### config.mk
export PLATFORM = sky130hd
export DESIGN_NAME = bmp_stream_writer_flat
export DESIGN_NICKNAME = d
export VERILOG_FILES = /design/src/rtl/bmp_pkg.sv /design/src/rtl/bmp_stream_writer_if.sv /design/src/rtl/bmp_header_rom.sv /design/src/rtl/bmp_stream_writer.sv /design/src/flat_wrapper.sv
export SDC_FILE = /design/constraint.sdc
export NUM_CORES = 1
export LEC_CHECK = 0
export ABC_AREA = 1
export ABC_CLOCK_PERIOD_IN_PS = 4760
export BUFFER_PORTS_ARGS = -buffer_cell sky130_fd_sc_hd__buf_2
export CORE_MARGIN = 5
export CORE_UTILIZATION = 55
export CTS_BUF_LIST = sky130_fd_sc_hd__clkbuf_4
export CTS_CLUSTER_DIAMETER = 30
export CTS_CLUSTER_SIZE = 28
export DETAILED_ROUTE_END_ITERATION = 8
export GPL_ROUTABILITY_DRIVEN = 0
export PLACE_DENSITY = 0.86
export REMOVE_ABC_BUFFERS = 1
export SYNTH_ARGS = -nofsm -noshare
export SYNTH_HDL_FRONTEND = slang
export SYNTH_HIERARCHICAL = 1
export SYNTH_SLANG_ARGS = --single-unit
### constraint.sdc
create_clock -name HCLK -period 4.76 [get_ports HCLK]
set_input_delay 0.952 -clock HCLK [delete_from_list [all_inputs] [get_ports HCLK]]
set_output_delay 0.952 -clock HCLK [all_outputs]
set_load 0.01 [all_outputs]
### src/rtl/bmp_pkg.sv
// Shared types, constants and size helpers for the BMP stream writer.
package bmp_pkg;

    typedef enum logic [2:0] {
        IDLE,
        HEADER,
        PIXEL,
        PAD,
        DONE
    } state_t;

    localparam int unsigned BMP_HDR_BYTES = 54;
    localparam int unsigned PIX_BYTES     = 3;

    // Zero bytes appended to each row so the row length is a multiple of 4.
    function automatic int unsigned row_pad(input int unsigned w);
        return (4 - ((PIX_BYTES * w) % 4)) % 4;
    endfunction

    // Pixel array size in bytes, padding included.
    function automatic int unsigned img_size(input int unsigned w, input int unsigned h,
                                             input int unsigned pad);
        return h * (PIX_BYTES * w + pad);
    endfunction

    // Byte idx of a little-endian 32-bit field.
    function automatic logic [7:0] le_byte(input logic [31:0] val, input logic [1:0] idx);
        return val[{idx, 3'b000} +: 8];
    endfunction

endpackage

### src/rtl/bmp_stream_writer_if.sv
// Pixel-beat input stream and file-byte output stream of the BMP writer.
interface bmp_stream_writer_if #(
    parameter int unsigned PIX_PER_BEAT = 2
);
    localparam int unsigned DATA_W = 24 * PIX_PER_BEAT;

    logic              in_valid;
    logic              in_ready;
    logic [DATA_W-1:0] in_data;
    logic              out_valid;
    logic              out_ready;
    logic [7:0]        out_data;
    logic              out_last;

    modport master (
        output in_valid, in_data, out_ready,
        input  in_ready, out_valid, out_data, out_last
    );

    modport slave (
        input  in_valid, in_data, out_ready,
        output in_ready, out_valid, out_data, out_last
    );

endinterface

### src/rtl/bmp_header_rom.sv
// Constant 54-byte BMP header, one byte selected by index.
module bmp_header_rom
    import bmp_pkg::*;
#(
    parameter int unsigned WIDTH    = 768,
    parameter int unsigned HEIGHT   = 512,
    parameter int unsigned TOP_DOWN = 0
) (
    input  logic [5:0] hdr_idx,
    output logic [7:0] hdr_byte_c
);

    localparam int unsigned PAD_BYTES = row_pad(WIDTH);
    localparam logic [31:0] IMG       = 32'(img_size(WIDTH, HEIGHT, PAD_BYTES));
    localparam logic [31:0] FILE_SZ   = IMG + 32'(BMP_HDR_BYTES);
    localparam logic [31:0] HGT       = (TOP_DOWN != 0) ? (32'd0 - 32'(HEIGHT)) : 32'(HEIGHT);

    // Header byte lookup; unlisted offsets are zero.
    always_comb begin
        hdr_byte_c = 8'h00;
        case (hdr_idx)
            6'd0:                      hdr_byte_c = 8'h42;
            6'd1:                      hdr_byte_c = 8'h4D;
            6'd2, 6'd3, 6'd4, 6'd5:    hdr_byte_c = le_byte(FILE_SZ, 2'(hdr_idx - 6'd2));
            6'd10, 6'd11, 6'd12, 6'd13: hdr_byte_c = le_byte(32'(BMP_HDR_BYTES), 2'(hdr_idx - 6'd10));
            6'd14, 6'd15, 6'd16, 6'd17: hdr_byte_c = le_byte(32'd40, 2'(hdr_idx - 6'd14));
            6'd18, 6'd19, 6'd20, 6'd21: hdr_byte_c = le_byte(32'(WIDTH), 2'(hdr_idx - 6'd18));
            6'd22, 6'd23, 6'd24, 6'd25: hdr_byte_c = le_byte(HGT, 2'(hdr_idx - 6'd22));
            6'd26:                     hdr_byte_c = 8'd1;
            6'd28:                     hdr_byte_c = 8'd24;
            6'd34, 6'd35, 6'd36, 6'd37: hdr_byte_c = le_byte(IMG, 2'(hdr_idx - 6'd34));
            default:                   hdr_byte_c = 8'h00;
        endcase
    end

endmodule

### src/rtl/bmp_stream_writer.sv
// Serialises one 24-bit BMP file (header, BGR pixels, row padding) as a byte stream.
module bmp_stream_writer
    import bmp_pkg::*;
#(
    parameter int unsigned WIDTH        = 768,
    parameter int unsigned HEIGHT       = 512,
    parameter int unsigned PIX_PER_BEAT = 2,
    parameter int unsigned TOP_DOWN     = 0
) (
    input  logic               HCLK,
    input  logic               HRESET,
    input  logic               start,
    bmp_stream_writer_if.slave bus,
    output logic               busy,
    output logic               write_done
);

    localparam int unsigned PAD_BYTES     = row_pad(WIDTH);
    localparam int unsigned BEAT_BYTES    = PIX_BYTES * PIX_PER_BEAT;
    localparam int unsigned DATA_W        = 8 * BEAT_BYTES;
    localparam int unsigned BEATS_PER_ROW = WIDTH / PIX_PER_BEAT;
    localparam int unsigned BYTE_W        = $clog2(BEAT_BYTES);
    localparam int unsigned COL_W         = (BEATS_PER_ROW > 1) ? $clog2(BEATS_PER_ROW) : 1;
    localparam int unsigned ROW_W         = (HEIGHT > 1) ? $clog2(HEIGHT) : 1;

    localparam logic [BYTE_W-1:0] BYTE_LAST = BYTE_W'(BEAT_BYTES - 1);
    localparam logic [COL_W-1:0]  COL_LAST  = COL_W'(BEATS_PER_ROW - 1);
    localparam logic [ROW_W-1:0]  ROW_LAST  = ROW_W'(HEIGHT - 1);
    localparam logic [1:0]        PAD_LAST  = 2'((PAD_BYTES == 0) ? 0 : PAD_BYTES - 1);
    localparam logic [5:0]        HDR_LAST  = 6'(BMP_HDR_BYTES - 1);

    state_t              state_q, state_d;
    logic [5:0]          hdr_idx_q, hdr_idx_d;
    logic [BYTE_W-1:0]   byte_idx_q, byte_idx_d;
    logic [COL_W-1:0]    col_q, col_d;
    logic [ROW_W-1:0]    row_q, row_d;
    logic [1:0]          pad_q, pad_d;
    logic [DATA_W-1:0]   buf_q, buf_d;
    logic                buf_full_q, buf_full_d;
    logic                out_valid_q, out_valid_d;
    logic [7:0]          out_data_q, out_data_d;
    logic                out_last_q, out_last_d;
    logic                busy_q, busy_d;
    logic                write_done_q, write_done_d;

    logic                out_hs;
    logic                in_hs;
    logic                in_ready_c;
    logic [7:0]          hdr_byte_c;

    bmp_header_rom #(
        .WIDTH    (WIDTH),
        .HEIGHT   (HEIGHT),
        .TOP_DOWN (TOP_DOWN)
    ) u_hdr_rom (
        .hdr_idx    (hdr_idx_d),
        .hdr_byte_c (hdr_byte_c)
    );

    // Beat buffer refills when empty or as its last byte leaves, except before a pad or after the frame.
    always_comb begin
        out_hs     = out_valid_q && bus.out_ready;
        in_ready_c = (state_q == PIXEL) &&
                     (!buf_full_q ||
                      (out_hs && (byte_idx_q == BYTE_LAST) &&
                       !((col_q == COL_LAST) && ((PAD_BYTES != 0) || (row_q == ROW_LAST)))));
        in_hs      = bus.in_valid && in_ready_c;
    end

    // Next state, counters and beat buffer.
    always_comb begin
        state_d    = state_q;
        hdr_idx_d  = hdr_idx_q;
        byte_idx_d = byte_idx_q;
        col_d      = col_q;
        row_d      = row_q;
        pad_d      = pad_q;
        buf_d      = buf_q;
        buf_full_d = buf_full_q;
        case (state_q)
            IDLE: begin
                if (start) begin
                    state_d    = HEADER;
                    hdr_idx_d  = '0;
                    byte_idx_d = '0;
                    col_d      = '0;
                    row_d      = '0;
                    pad_d      = '0;
                    buf_full_d = 1'b0;
                end
            end
            HEADER: begin
                if (out_hs) begin
                    if (hdr_idx_q == HDR_LAST) state_d = PIXEL;
                    else                       hdr_idx_d = hdr_idx_q + 6'd1;
                end
            end
            PIXEL: begin
                if (out_hs) begin
                    if (byte_idx_q == BYTE_LAST) begin
                        byte_idx_d = '0;
                        buf_full_d = 1'b0;
                        if (col_q == COL_LAST) begin
                            col_d = '0;
                            if (PAD_BYTES != 0) begin
                                state_d = PAD;
                                pad_d   = '0;
                            end else if (row_q == ROW_LAST) begin
                                state_d = DONE;
                            end else begin
                                row_d = row_q + ROW_W'(1);
                            end
                        end else begin
                            col_d = col_q + COL_W'(1);
                        end
                    end else begin
                        byte_idx_d = byte_idx_q + BYTE_W'(1);
                    end
                end
                if (in_hs) begin
                    buf_d      = bus.in_data;
                    buf_full_d = 1'b1;
                end
            end
            PAD: begin
                if (out_hs) begin
                    if (pad_q == PAD_LAST) begin
                        pad_d = '0;
                        if (row_q == ROW_LAST) begin
                            state_d = DONE;
                        end else begin
                            state_d = PIXEL;
                            row_d   = row_q + ROW_W'(1);
                        end
                    end else begin
                        pad_d = pad_q + 2'd1;
                    end
                end
            end
            DONE:    state_d = IDLE;
            default: state_d = IDLE;
        endcase
    end

    // Registered outputs describe the byte at the next stream position.
    always_comb begin
        out_valid_d  = 1'b0;
        out_data_d   = 8'h00;
        out_last_d   = 1'b0;
        busy_d       = 1'b0;
        write_done_d = 1'b0;
        case (state_d)
            HEADER: begin
                busy_d      = 1'b1;
                out_valid_d = 1'b1;
                out_data_d  = hdr_byte_c;
            end
            PIXEL: begin
                busy_d      = 1'b1;
                out_valid_d = buf_full_d;
                out_data_d  = buf_full_d ? buf_d[{byte_idx_d, 3'b000} +: 8] : 8'h00;
                out_last_d  = (PAD_BYTES == 0) && buf_full_d && (byte_idx_d == BYTE_LAST) &&
                              (col_d == COL_LAST) && (row_d == ROW_LAST);
            end
            PAD: begin
                busy_d      = 1'b1;
                out_valid_d = 1'b1;
                out_last_d  = (pad_d == PAD_LAST) && (row_d == ROW_LAST);
            end
            DONE:    write_done_d = 1'b1;
            default: ;
        endcase
    end

    // State and output registers.
    always_ff @(posedge HCLK or negedge HRESET) begin
        if (!HRESET) begin
            state_q      <= IDLE;
            hdr_idx_q    <= '0;
            byte_idx_q   <= '0;
            col_q        <= '0;
            row_q        <= '0;
            pad_q        <= '0;
            buf_q        <= '0;
            buf_full_q   <= 1'b0;
            out_valid_q  <= 1'b0;
            out_data_q   <= 8'h00;
            out_last_q   <= 1'b0;
            busy_q       <= 1'b0;
            write_done_q <= 1'b0;
        end else begin
            state_q      <= state_d;
            hdr_idx_q    <= hdr_idx_d;
            byte_idx_q   <= byte_idx_d;
            col_q        <= col_d;
            row_q        <= row_d;
            pad_q        <= pad_d;
            buf_q        <= buf_d;
            buf_full_q   <= buf_full_d;
            out_valid_q  <= out_valid_d;
            out_data_q   <= out_data_d;
            out_last_q   <= out_last_d;
            busy_q       <= busy_d;
            write_done_q <= write_done_d;
        end
    end

    assign bus.in_ready  = in_ready_c;
    assign bus.out_valid = out_valid_q;
    assign bus.out_data  = out_data_q;
    assign bus.out_last  = out_last_q;
    assign busy          = busy_q;
    assign write_done    = write_done_q;

endmodule

### src/flat_wrapper.sv
// flat-port wrapper written by rule: the top's interface ports become plain ports
module bmp_stream_writer_flat import bmp_pkg::*;
#(
    parameter int unsigned WIDTH        = 768,
    parameter int unsigned HEIGHT       = 512,
    parameter int unsigned PIX_PER_BEAT = 2,
    parameter int unsigned TOP_DOWN     = 0
)
  (HCLK, HRESET, start, busy, write_done, bus_in_valid, bus_in_data, bus_out_ready, bus_in_ready, bus_out_valid, bus_out_data, bus_out_last);
  bmp_stream_writer_if #(.PIX_PER_BEAT(PIX_PER_BEAT)) bus_i ();
  input  logic HCLK;
  input  logic HRESET;
  input  logic start;
  output logic busy;
  output logic write_done;
  input wire logic [$bits(bus_i.in_valid)-1:0] bus_in_valid;
  input wire logic [$bits(bus_i.in_data)-1:0] bus_in_data;
  input wire logic [$bits(bus_i.out_ready)-1:0] bus_out_ready;
  output wire logic [$bits(bus_i.in_ready)-1:0] bus_in_ready;
  output wire logic [$bits(bus_i.out_valid)-1:0] bus_out_valid;
  output wire logic [$bits(bus_i.out_data)-1:0] bus_out_data;
  output wire logic [$bits(bus_i.out_last)-1:0] bus_out_last;
  assign bus_i.in_valid = bus_in_valid;
  assign bus_i.in_data = bus_in_data;
  assign bus_i.out_ready = bus_out_ready;
  assign bus_in_ready = bus_i.in_ready;
  assign bus_out_valid = bus_i.out_valid;
  assign bus_out_data = bus_i.out_data;
  assign bus_out_last = bus_i.out_last;
  bmp_stream_writer #(.WIDTH(WIDTH), .HEIGHT(HEIGHT), .PIX_PER_BEAT(PIX_PER_BEAT), .TOP_DOWN(TOP_DOWN)) u_core (.HCLK(HCLK), .HRESET(HRESET), .start(start), .bus(bus_i), .busy(busy), .write_done(write_done));
endmodule
# After elaboration in Yosys (flattened, before gate mapping)

Cells that the tools add are included.

Flip-flop bits (word level): 93
Input bits: 53
Output and inout port bits: 13
Word-level logic and storage cells: 147

Add/subtract/negate cells: 11
Equal/unequal tests: 41
Shifts and indexed selects: 7
Mux-type cells: 50
Reduce and logical (&&, ||, !) cells: 25

Operators with widths:

| kind                                                                         | count |
|---|---|
| 32-bit by 6-bit variable part select with 8-bit output, first input constant | 6 |
| 9-bit two-way mux                                                            | 11 |
| 48-bit two-way mux                                                           | 2 |
| 8-bit case mux with 10 select lines                                          | 1 |
| 6-bit by 5-bit equality test with 1-bit output, second input constant        | 12 |
| 48-bit by 7-bit variable part select with 8-bit output                       | 1 |
| 3-bit two-way mux                                                            | 13 |
| 6-bit by 4-bit equality test with 1-bit output, second input constant        | 6 |
| 9-bit equality test, second input constant                                   | 4 |
| 6-bit equality test, second input constant                                   | 5 |
| 9-bit case mux with 3 select lines                                           | 1 |
| 4-bit OR reduction                                                           | 6 |
| 9-bit by 1-bit adder with 9-bit output, second input constant                | 2 |
| 6-bit two-way mux                                                            | 3 |
| 9-bit case mux with 2 select lines                                           | 1 |
| 8-bit case mux with 2 select lines                                           | 1 |
| 3-bit by 2-bit equality test with 1-bit output, second input constant        | 4 |
| 6-bit by 2-bit equality test with 1-bit output, second input constant        | 2 |
| 6-bit by 3-bit equality test with 1-bit output, second input constant        | 2 |
| 3-bit case mux with 4 select lines                                           | 1 |
| 6-bit case mux with 2 select lines                                           | 1 |
| 2-bit subtractor, second input constant                                      | 6 |
| 1-bit logical AND                                                            | 10 |
| 3-bit equality test, second input constant                                   | 3 |
| 18 further kinds                                                             | 30 |

# Logic depth before layout (Yosys ltp)

Gate-level depths: netlist (run 1).

Word-level depth: 13
Mapped depth: 20
Depth with buffers taken out: 20

# Modules after synthesis

The synthesis (run 1) kept the hierarchy.

Modules (own cells, without submodules):

| module            | instances | cells an instance | area an instance (um^2) | seq. area each (um^2) |
|---|---|---|---|---|
| bmp_stream_writer | 1         | 737               | 5545.3                  | 2327.2 |
| bmp_header_rom    | 1         | 53                | 266.5                   | 0.0 |

# Least setup slack after synthesis (run 1)

OpenSTA, ideal clock, no wires.

Path type: input to register
Start: input port bus_out_ready
End: register u_core.out_data_q[1], in the netlist u_core/bus.out_data[1]
Setup time: 0.116 ns
Arrival: 2.819 ns
Required time: 4.644 ns
Path slack: 1.825 ns
Stages on the path: 17
Buffers on the path: 1
Path through: nand2_2 inv_2 buf_4 nand2_1 nand2_1 o32ai_1 nand2_1 inv_1 nand3_1 nand3_2 nor2_2 nand2_1 nand3_1 nand3_1 nand2_1 nand2_1 nand2_1

Elaborated cells between the ends (all ways): 71
Those cells by class: 6 x add/sub; 29 x eq/ne; 7 x shift; 16 x mux; 13 x reduce/logical

RTL lines:

| what                                              | RTL line                 | RTL |
|---|---|---|
| start: declaration                                | flat_wrapper.sv:18       | `input wire logic [$bits(bus_i.out_ready)-1:0] bus_out_ready;` |
| 1-bit logical AND *                               | bmp_stream_writer.sv:62  | `out_hs = out_valid_q && bus.out_ready;` |
| 6-bit two-way mux *                               | bmp_stream_writer.sv:93  | `if (out_hs) begin` |
| 6-bit case mux with 2 select lines *              | bmp_stream_writer.sv:80  | `case (state_q)` |
| net u_core.hdr_idx_d[3]                           | bmp_stream_writer.sv:33  | `logic [5:0] hdr_idx_q, hdr_idx_d;` |
| 6-bit equality test, or another cell as far along | bmp_header_rom.sv:21     | `case (hdr_idx)` |
| 4-bit OR reduction                                | bmp_header_rom.sv:21     |  |
| 8-bit case mux with 10 select lines *             | bmp_header_rom.sv:21     |  |
| net u_core.hdr_byte_c[1]                          | bmp_stream_writer.sv:49  | `logic [7:0] hdr_byte_c;` |
| 8-bit case mux with 2 select lines *              | bmp_stream_writer.sv:152 | `case (state_d)` |
| net u_core.out_data_d[1]                          | bmp_stream_writer.sv:41  | `logic [7:0] out_data_q, out_data_d;` |
| end signal: assignment                            | bmp_stream_writer.sv:201 | `out_data_q <= out_data_d;` |
| end: declaration                                  | bmp_stream_writer.sv:41  |  |

Mark *: on every way through the listed nets, which the timed path passes. The rest lies on a longest branch.

# Worst setup path in the final report (run 1)

Start: register u_core.row_q[0]
End: output port bus_in_ready

Longest elaborated chain between the ends: 6

Ends and longest elaborated chain:

| what                     | RTL line                 | RTL |
|---|---|---|
| start: declaration       | bmp_stream_writer.sv:36  | `logic [ROW_W-1:0] row_q, row_d;` |
| start signal: assignment | bmp_stream_writer.sv:196 | `row_q <= row_d;` |
| 9-bit equality test      | bmp_stream_writer.sv:66  | `!((col_q == COL_LAST) && ((PAD_BYTES != 0) \|\| (row_q == ROW_LAST)))));` |
| 1-bit logical AND        | bmp_stream_writer.sv:66  |  |
| 1-bit zero test          | bmp_stream_writer.sv:66  |  |
| 1-bit logical AND        | bmp_stream_writer.sv:65  | `(out_hs && (byte_idx_q == BYTE_LAST) &&` |
| 1-bit logical OR         | bmp_stream_writer.sv:64  | `(!buf_full_q \|\|` |
| 1-bit logical AND        | bmp_stream_writer.sv:63  | `in_ready_c = (state_q == PIXEL) &&` |
| end: declaration         | flat_wrapper.sv:19       | `output wire logic [$bits(bus_i.in_ready)-1:0] bus_in_ready;` |

No other way between the ends.

==> metrics.txt, run 1 <==
Startpoint Class flip-flop; P per Cell Area ~280 nW/um^2; f_max around 270 MHz; Ports 66; CP endpoint kind primary output; flop2flop setup slack 1.73 ns; top-count cell post-synth nand2_1; Worst-path clk slew 0.16 ns; Least-Margin Pin Slew roughly 1.1 ns; setup TNS 0 ns; Starting Density 0.563; Bufs and invs on worst path 3; fin util 0.605; Final setup viols 0; register area share after synthesis 0.400; Nets around 900; number of synthesized flops with an enable pin 0; Avg Cell Area, Syn 7.36 sq um; fin cells roughly 980; Synth Area in Adders 0.0129; post-CTS setup buffers 0; overall fraction of global-route tracks in use 0.217; Synth Flop Type dfrtp_1; CP required around 3.8 ns; hold buffers post-CTS 0; portion of netlist area occupied by mux cells 0; Slowest-stage cell, CP dfrtp_1; fin area about 6200 sq um; Fin. Hold Viols 0; Die Footprint between 10,000 and 15,000 sq um; Yosys top cell by area dfrtp_1; core area just over 10,000 sq um; vias in the first global route between 4,000 and 5,000; number of remaining DRC errors 0; area share of the largest cell type after synthesis 0.400; LEAKAGE approximately 3.3 nW; post-CTS resize count 0; Syn Inst Count 790; DRT antenna net count 0; Worst VDD drop ~0.19 mV; Critical Path Fanout Max 45; first-pass GRT wire length 22,900 um; post-synthesis compound-gate area fraction 0.0536; DRT iter0 DRCs between 300 and 400; Clock Skews about 0.024 ns; initial antenna violation count 0; simple-gate portion of the synthesized area 0.413; drt wl/cell 13.9 um; Final period util 0.772; dominant cells by area after synthesis dfrtp_1, nand2_1, nand3_1; clk sinks 93; PnR Total Power about 1.8 mW; Final Max Slew Viols 0; DR pass1 iterations 5; routed wire length 13,600 um; Root Driver clkbuf_4; largest net degree at the start of global routing 53; Distinct cells, synth 42; Slew headroom 0.245; Worst Hold Class reg -> reg; H-tree level count 3; Seq cells post-synth 93; Clk Latency, worst-skew pair ~0.43 ns; hold_sp u_core/buf_q[44]; CP max stage delay 0.46 ns; Inserted Clock Buffers 9; Inserted Diodes 0; RSZ-0062 raised after global routing no; cell family with most CP delay simple AND/OR/NAND/NOR gates; CP cell instances ha_1 -> nand2_1 -> nor2_2 -> nand3_1 -> inv_1 -> nand2_2 -> buf_4 -> and2_1 -> buf_2; status finished clean; FP Rows 37; Arrival @ worst endpoint 2.72 ns; gr ovfl total 0; Worst Setup Slack post-DPL between 1 and 1.5 ns; Port Buffers 65; reg2reg start u_core/state_q[2]; max cap viols 0; main combinational cell family by area after synthesis simple AND/OR/NAND/NOR gates; synth cell count leaders nand2_1, inv_1, nand3_1; XOR/XNOR Fraction of Synth Area 0.00151; Die Y 113 um; fin crit period ~3.7 ns; Synthesis Warnings 6; Placed Cells incl. Taps approximately 970; Area Growth Syn to Fin 7.45%; vias between 5,000 and 6,000; clock buffer depth 2; share of layout cells above drive strength 1 0.162; hold_ws approximately 0.49 ns; asr flop ratio synth 1.00; CP Class reg -> out; mapped cell area 5810 sq um; DP Area around 6100 sq um; crit path launch u_core/row_q[0]; via/cell ratio approximately 5.4; post-DP HPWL approximately 9900 um; Die X about 110 um; fin worst setup slack between 1 and 1.5 ns; CTS tree yes
## worst min-delay path, delay by kind of cell, from the launching register on
kind             cells  cell delay, ns
and+or+nand+nor      2            0.11
DFF                  1            0.35
## cell usage in the layout (no fill, tap or decap), types with 7 or more instances in the layout
cell | synthesis | layout
nand3_2 | 7 | 7
a21oi_1 | 9 | 9
dfrtp_1 | 93 | 93
and2_1 | 32 | 32
o21ai_0 | 21 | 21
nand4_1 | 45 | 45
nand2_2 | 8 | 8
nand3_1 | 108 | 108
clkbuf_4 | 0 | 9
nand2_1 | 212 | 212
nor2_2 | 12 | 12
buf_2 | 11 | 64
nor2_1 | 38 | 38
inv_1 | 117 | 117
nand4_2 | 8 | 8
## cell type report
cell class	count	area, sq um
Timing Repair Buffer	70	365
Tap cell	136	170
Fill cell	943	4080
Sequential cell	93	2330
Inverter	122	458
Multi-Input combinational cell	544	2800
Clock buffer	9	67.6
Clock inverter	7	57.6
## final timing paths
check                                               to  cells after the start
worst max-delay path                      bus_in_ready                      9
worst min-delay path                  u_core/buf_q[44]                      2
worst max register to register  u_core/bus.out_data[2]                     17
worst min register to register        u_core/buf_q[44]                      2
max in group asynchronous             u_core/buf_q[27]                      2
min in group asynchronous             u_core/buf_q[12]                      1
## cell families (layout without fill, tap and decap cells)
| family | Yosys count | after routing |
|---|---|---|
| adders and majority gates | 6 | 6 |
| other | 1 | 1 |
| and+or+nand+nor | 485 | 485 |
| xor gates and xnor gates | 1 | 1 |
| buffers and inverters | 153 | 208 |
| AOI/OAI and AO/OA | 51 | 51 |
| DFF | 93 | 93 |
## power breakdown
| group | internal, mW | switching (mW) |
|---|---|---|
| Combinational | 0.161 | 0.315 |
| Sequential | 0.841 | 0.0386 |
| Clock | 0.115 | 0.284 |
| Total | 1.12 | 0.637 |
## state kept, by name (all words and copies together) (netlist names), 2 cells and up
signal and count:
u_core/buf_q 48, u_core/bus.out_data 8, u_core/byte_idx_q 3, u_core/col_q 9, u_core/hdr_idx_q 6, u_core/pad_q 2
u_core/row_q 9, u_core/state_q 3
## metal layers
metal  GRT usage  routed length (um)  vias up
li1            -                   -     2650
met1       0.296                5950     2466
met2       0.358                6640      171
met3      0.0396                 871       16
met4      0.0577                 166        0
met5           0                   0        -
(Power assumes the default switching activity.)
==> run 2: changes to the inputs <==
--- a/config.mk
+++ b/config.mk
@@ -5,8 +5,8 @@
 export SDC_FILE = /design/constraint.sdc
 export NUM_CORES = 1
 export LEC_CHECK = 0
-export ABC_AREA = 1
-export ABC_CLOCK_PERIOD_IN_PS = 4760
+export ABC_AREA = 0
+export ABC_CLOCK_PERIOD_IN_PS = 3350
 export BUFFER_PORTS_ARGS = -buffer_cell sky130_fd_sc_hd__buf_2
 export CORE_MARGIN = 5
 export CORE_UTILIZATION = 55
@@ -15,7 +15,7 @@
 export CTS_CLUSTER_SIZE = 28
 export DETAILED_ROUTE_END_ITERATION = 8
 export GPL_ROUTABILITY_DRIVEN = 0
-export PLACE_DENSITY = 0.86
+export PLACE_DENSITY = 0.89
 export REMOVE_ABC_BUFFERS = 1
 export SYNTH_ARGS = -nofsm -noshare
 export SYNTH_HDL_FRONTEND = slang
==> constraint.sdc (replaced) <==
create_clock -name HCLK -period 3.35 [get_ports HCLK]
set_input_delay 0.67 -clock HCLK [delete_from_list [all_inputs] [get_ports HCLK]]
set_output_delay 0.67 -clock HCLK [all_outputs]
set_load 0.01 [all_outputs]
==> run 2 against run 1 <==
  * Synthesized cell count decreased by 35%
  * Critical endpoint is now u_core/bus.out_data[7]
  * Combinational power rose to 4.3 times the previous value
  * Critical path depth unchanged
  * Synthesized area is 2.9% lower
  * Worst setup slack worse by 0.84 ns
  * Clock skew up 0.0066 ns
  * Final area decreased by 0.14%
  * First-iteration DRC count decreased by 4.1%
  * Register-to-register slack worse by 1.5 ns
  * Die area down 2.7%
==> metrics.txt, run 2 <==
Slew headroom 0.540; CP cell instances ha_1 -> nand4b_1 -> nor4_2 -> o21ai_0 -> nand2_2 -> buf_12 -> mux2_2 -> a21oi_1 -> a32o_1; CP required around 3.7 ns; Worst VDD drop around 0.53 mV; Yosys top cell by area dfrtp_1; Die Y 111 um; f_max 322 MHz; Slowest-stage cell, CP nand2_2; top-count cell post-synth dfrtp_1; core area 10,200 sq um; Worst Setup Slack post-DPL 0.337 ns; most frequent cells in the layout dfrtp_1, buf_2, mux2_2; vias around 4,600; post-DP HPWL around 10,000 um; LEAKAGE 2.75 nW; Placed Cells incl. Taps 707; P per Cell Area 707 nW/um^2; FP Rows 37; PnR Total Power 4.41 mW; first-pass GRT wire length approximately 22,000 um; Root Driver clkbuf_4; Distinct cells, synth just under 80; Least-Margin Pin Slew 0.685 ns; Synthesis Warnings 6; Seq cells post-synth 93; DR pass1 iterations 5; mapped cell area between 5000 and 6000 sq um; dominant cells by area after synthesis dfrtp_1, mux2_2, mux2i_1; Worst Hold Class in -> async; Clk Latency, worst-skew pair 0.46 ns; DRT iter0 DRCs 370; Area Growth Syn to Fin 10.5%; Inserted Clock Buffers 9; Port Buffers between 60 and 70; DRT antenna net count 0; Fin. Hold Viols 0; status finished clean; Final setup viols 0; CP max stage delay 0.46 ns; number of remaining DRC errors 0; Startpoint Class flip-flop; number of synthesized flops with an enable pin 0; Die Footprint between 10,000 and 15,000 sq um; largest registers u_core/buf_q x48, u_core/col_q x9, u_core/row_q x9; synth cell count leaders dfrtp_1, mux2_2, mux2i_1, nand2_1; post-CTS resize count 0; largest net degree at the start of global routing 53; CP Class reg -> reg; Ports 66; H-tree level count 3; cell family with most CP delay simple AND/OR/NAND/NOR gates; post-CTS setup buffers 0; area share of the largest cell type after synthesis 0.412; RSZ-0062 raised after global routing no; Starting Density 0.554; Synth Flop Type dfrtp_1; fill count 812; fin worst setup slack 0.243 ns; Biggest register u_core/buf_q; vias in the first global route roughly 4,600; hold buffers post-CTS 0; fin util 0.612; Sequential cell area between 2000 and 2500 sq um; Final Max Slew Viols 0; drt wl/cell roughly 19 um; asr flop ratio synth 1.00; Syn Inst Count 513; CTS tree yes; Die X approximately 110 um; Clock Skews between 0.03 and 0.04 ns; Multi-input gate area 3050 sq um; via/cell ratio 6.39; Critical Path Fanout Max 28; fin cells between 700 and 800; Bufs and invs on worst path 1; initial antenna violation count 0; fin crit period about 3.1 ns; number of flip-flops in the largest register 48; Worst-path clk slew 0.15 ns; clk sinks between 90 and 100; share of layout cells above drive strength 1 0.336; Final period util 0.927; Nets between 600 and 700; CP endpoint kind flip-flop; clock buffer depth 2; overall fraction of global-route tracks in use 0.220; setup TNS 0 ns; Arrival @ worst endpoint 3.50 ns; max cap viols 0; gr ovfl total 0; Inserted Diodes 0; routed wire length around 14,000 um; register area share after synthesis 0.412; Avg Cell Area, Syn 11.0 sq um; commonest non-fill, non-tap cell in the layout dfrtp_1
run 2: changes by cell type after synthesis, sizes merged, moves of 9 or more:
cell / previous run / this run
mux2: 0 / 64
nand4: 53 / 12
nor2: 52 / 23
nand2: 220 / 37
and2: 33 / 4
nand3: 117 / 12
nor3: 6 / 21
inv: 122 / 13
mux2i: 0 / 35
a32o: 0 / 9
run 2: layout make-up:
cell class                 instances  share of cell area
clock buffer                       9              0.0108
clock inverter                     7              0.0100
inverter                          13             0.00823
multi-input combinational        379               0.489
sequential                        93               0.373
tap                              136              0.0273
timing repair buffer              86              0.0819
run 2: final timing paths:
kind	startpoint	end	slack [ns]	cells past startpoint
max in group asynchronous	HRESET	u_core/buf_q[26]	2.35	2
min in group HCLK	bus_in_data[7]	u_core/buf_q[7]	0.44	2
hold / removal	HRESET	u_core/col_q[6]	0.22	1
setup / recovery	u_core/col_q[0]	u_core/bus.out_data[7]	0.24	9
setup reg to reg	u_core/col_q[0]	u_core/bus.out_data[7]	0.24	9
hold reg to reg	u_core/buf_q[27]	u_core/buf_q[27]	0.52	1
run 2: cell families after synthesis:
family          share of synthesized area
compound gates                      0.137
xor+xnor                          0.00466
fa+ha+maj                          0.0133
buf+inv                            0.0477
flops                               0.412
mux                                 0.218
other cells                      0.000665
simple gates                        0.166
run 2: worst reg2reg max path, cell delays in order (launching register included):
cell and delay (ns):
dfrtp_1 0.44, ha_1 0.24, nand4b_1 0.27, nor4_2 0.42, o21ai_0 0.23, nand2_2 0.46
buf_12 0.27, mux2_2 0.35, a21oi_1 0.18, a32o_1 0.19
run 2: per-stage QoR:
stage          hold WS (ns)  cell area, sq um
5_1_grt               0.235              6240
2_1_floorplan         0.374              5430
3_5_place_dp          0.487              6110
3_3_place_gp          0.481              6110
4_1_cts               0.217              6240
6_report              0.215              6240
run 2: power breakdown:
part	switching [mW]	internal, mW	leakage, nW
registers	0.259	1.53	1.15
logic	0.933	1.10	1.53
clock network	0.414	0.171	0.0751
total	1.61	2.80	2.75
run 2: routing by layer:
layer / GRT usage / share of wire / vias up
met5: 0 / 0 / -
met4: 0.0714 / 0.017 / 0
met3: 0.0409 / 0.083 / 30
met2: 0.388 / 0.51 / 241
met1: 0.270 / 0.39 / 2266
li1: - / - / 2086
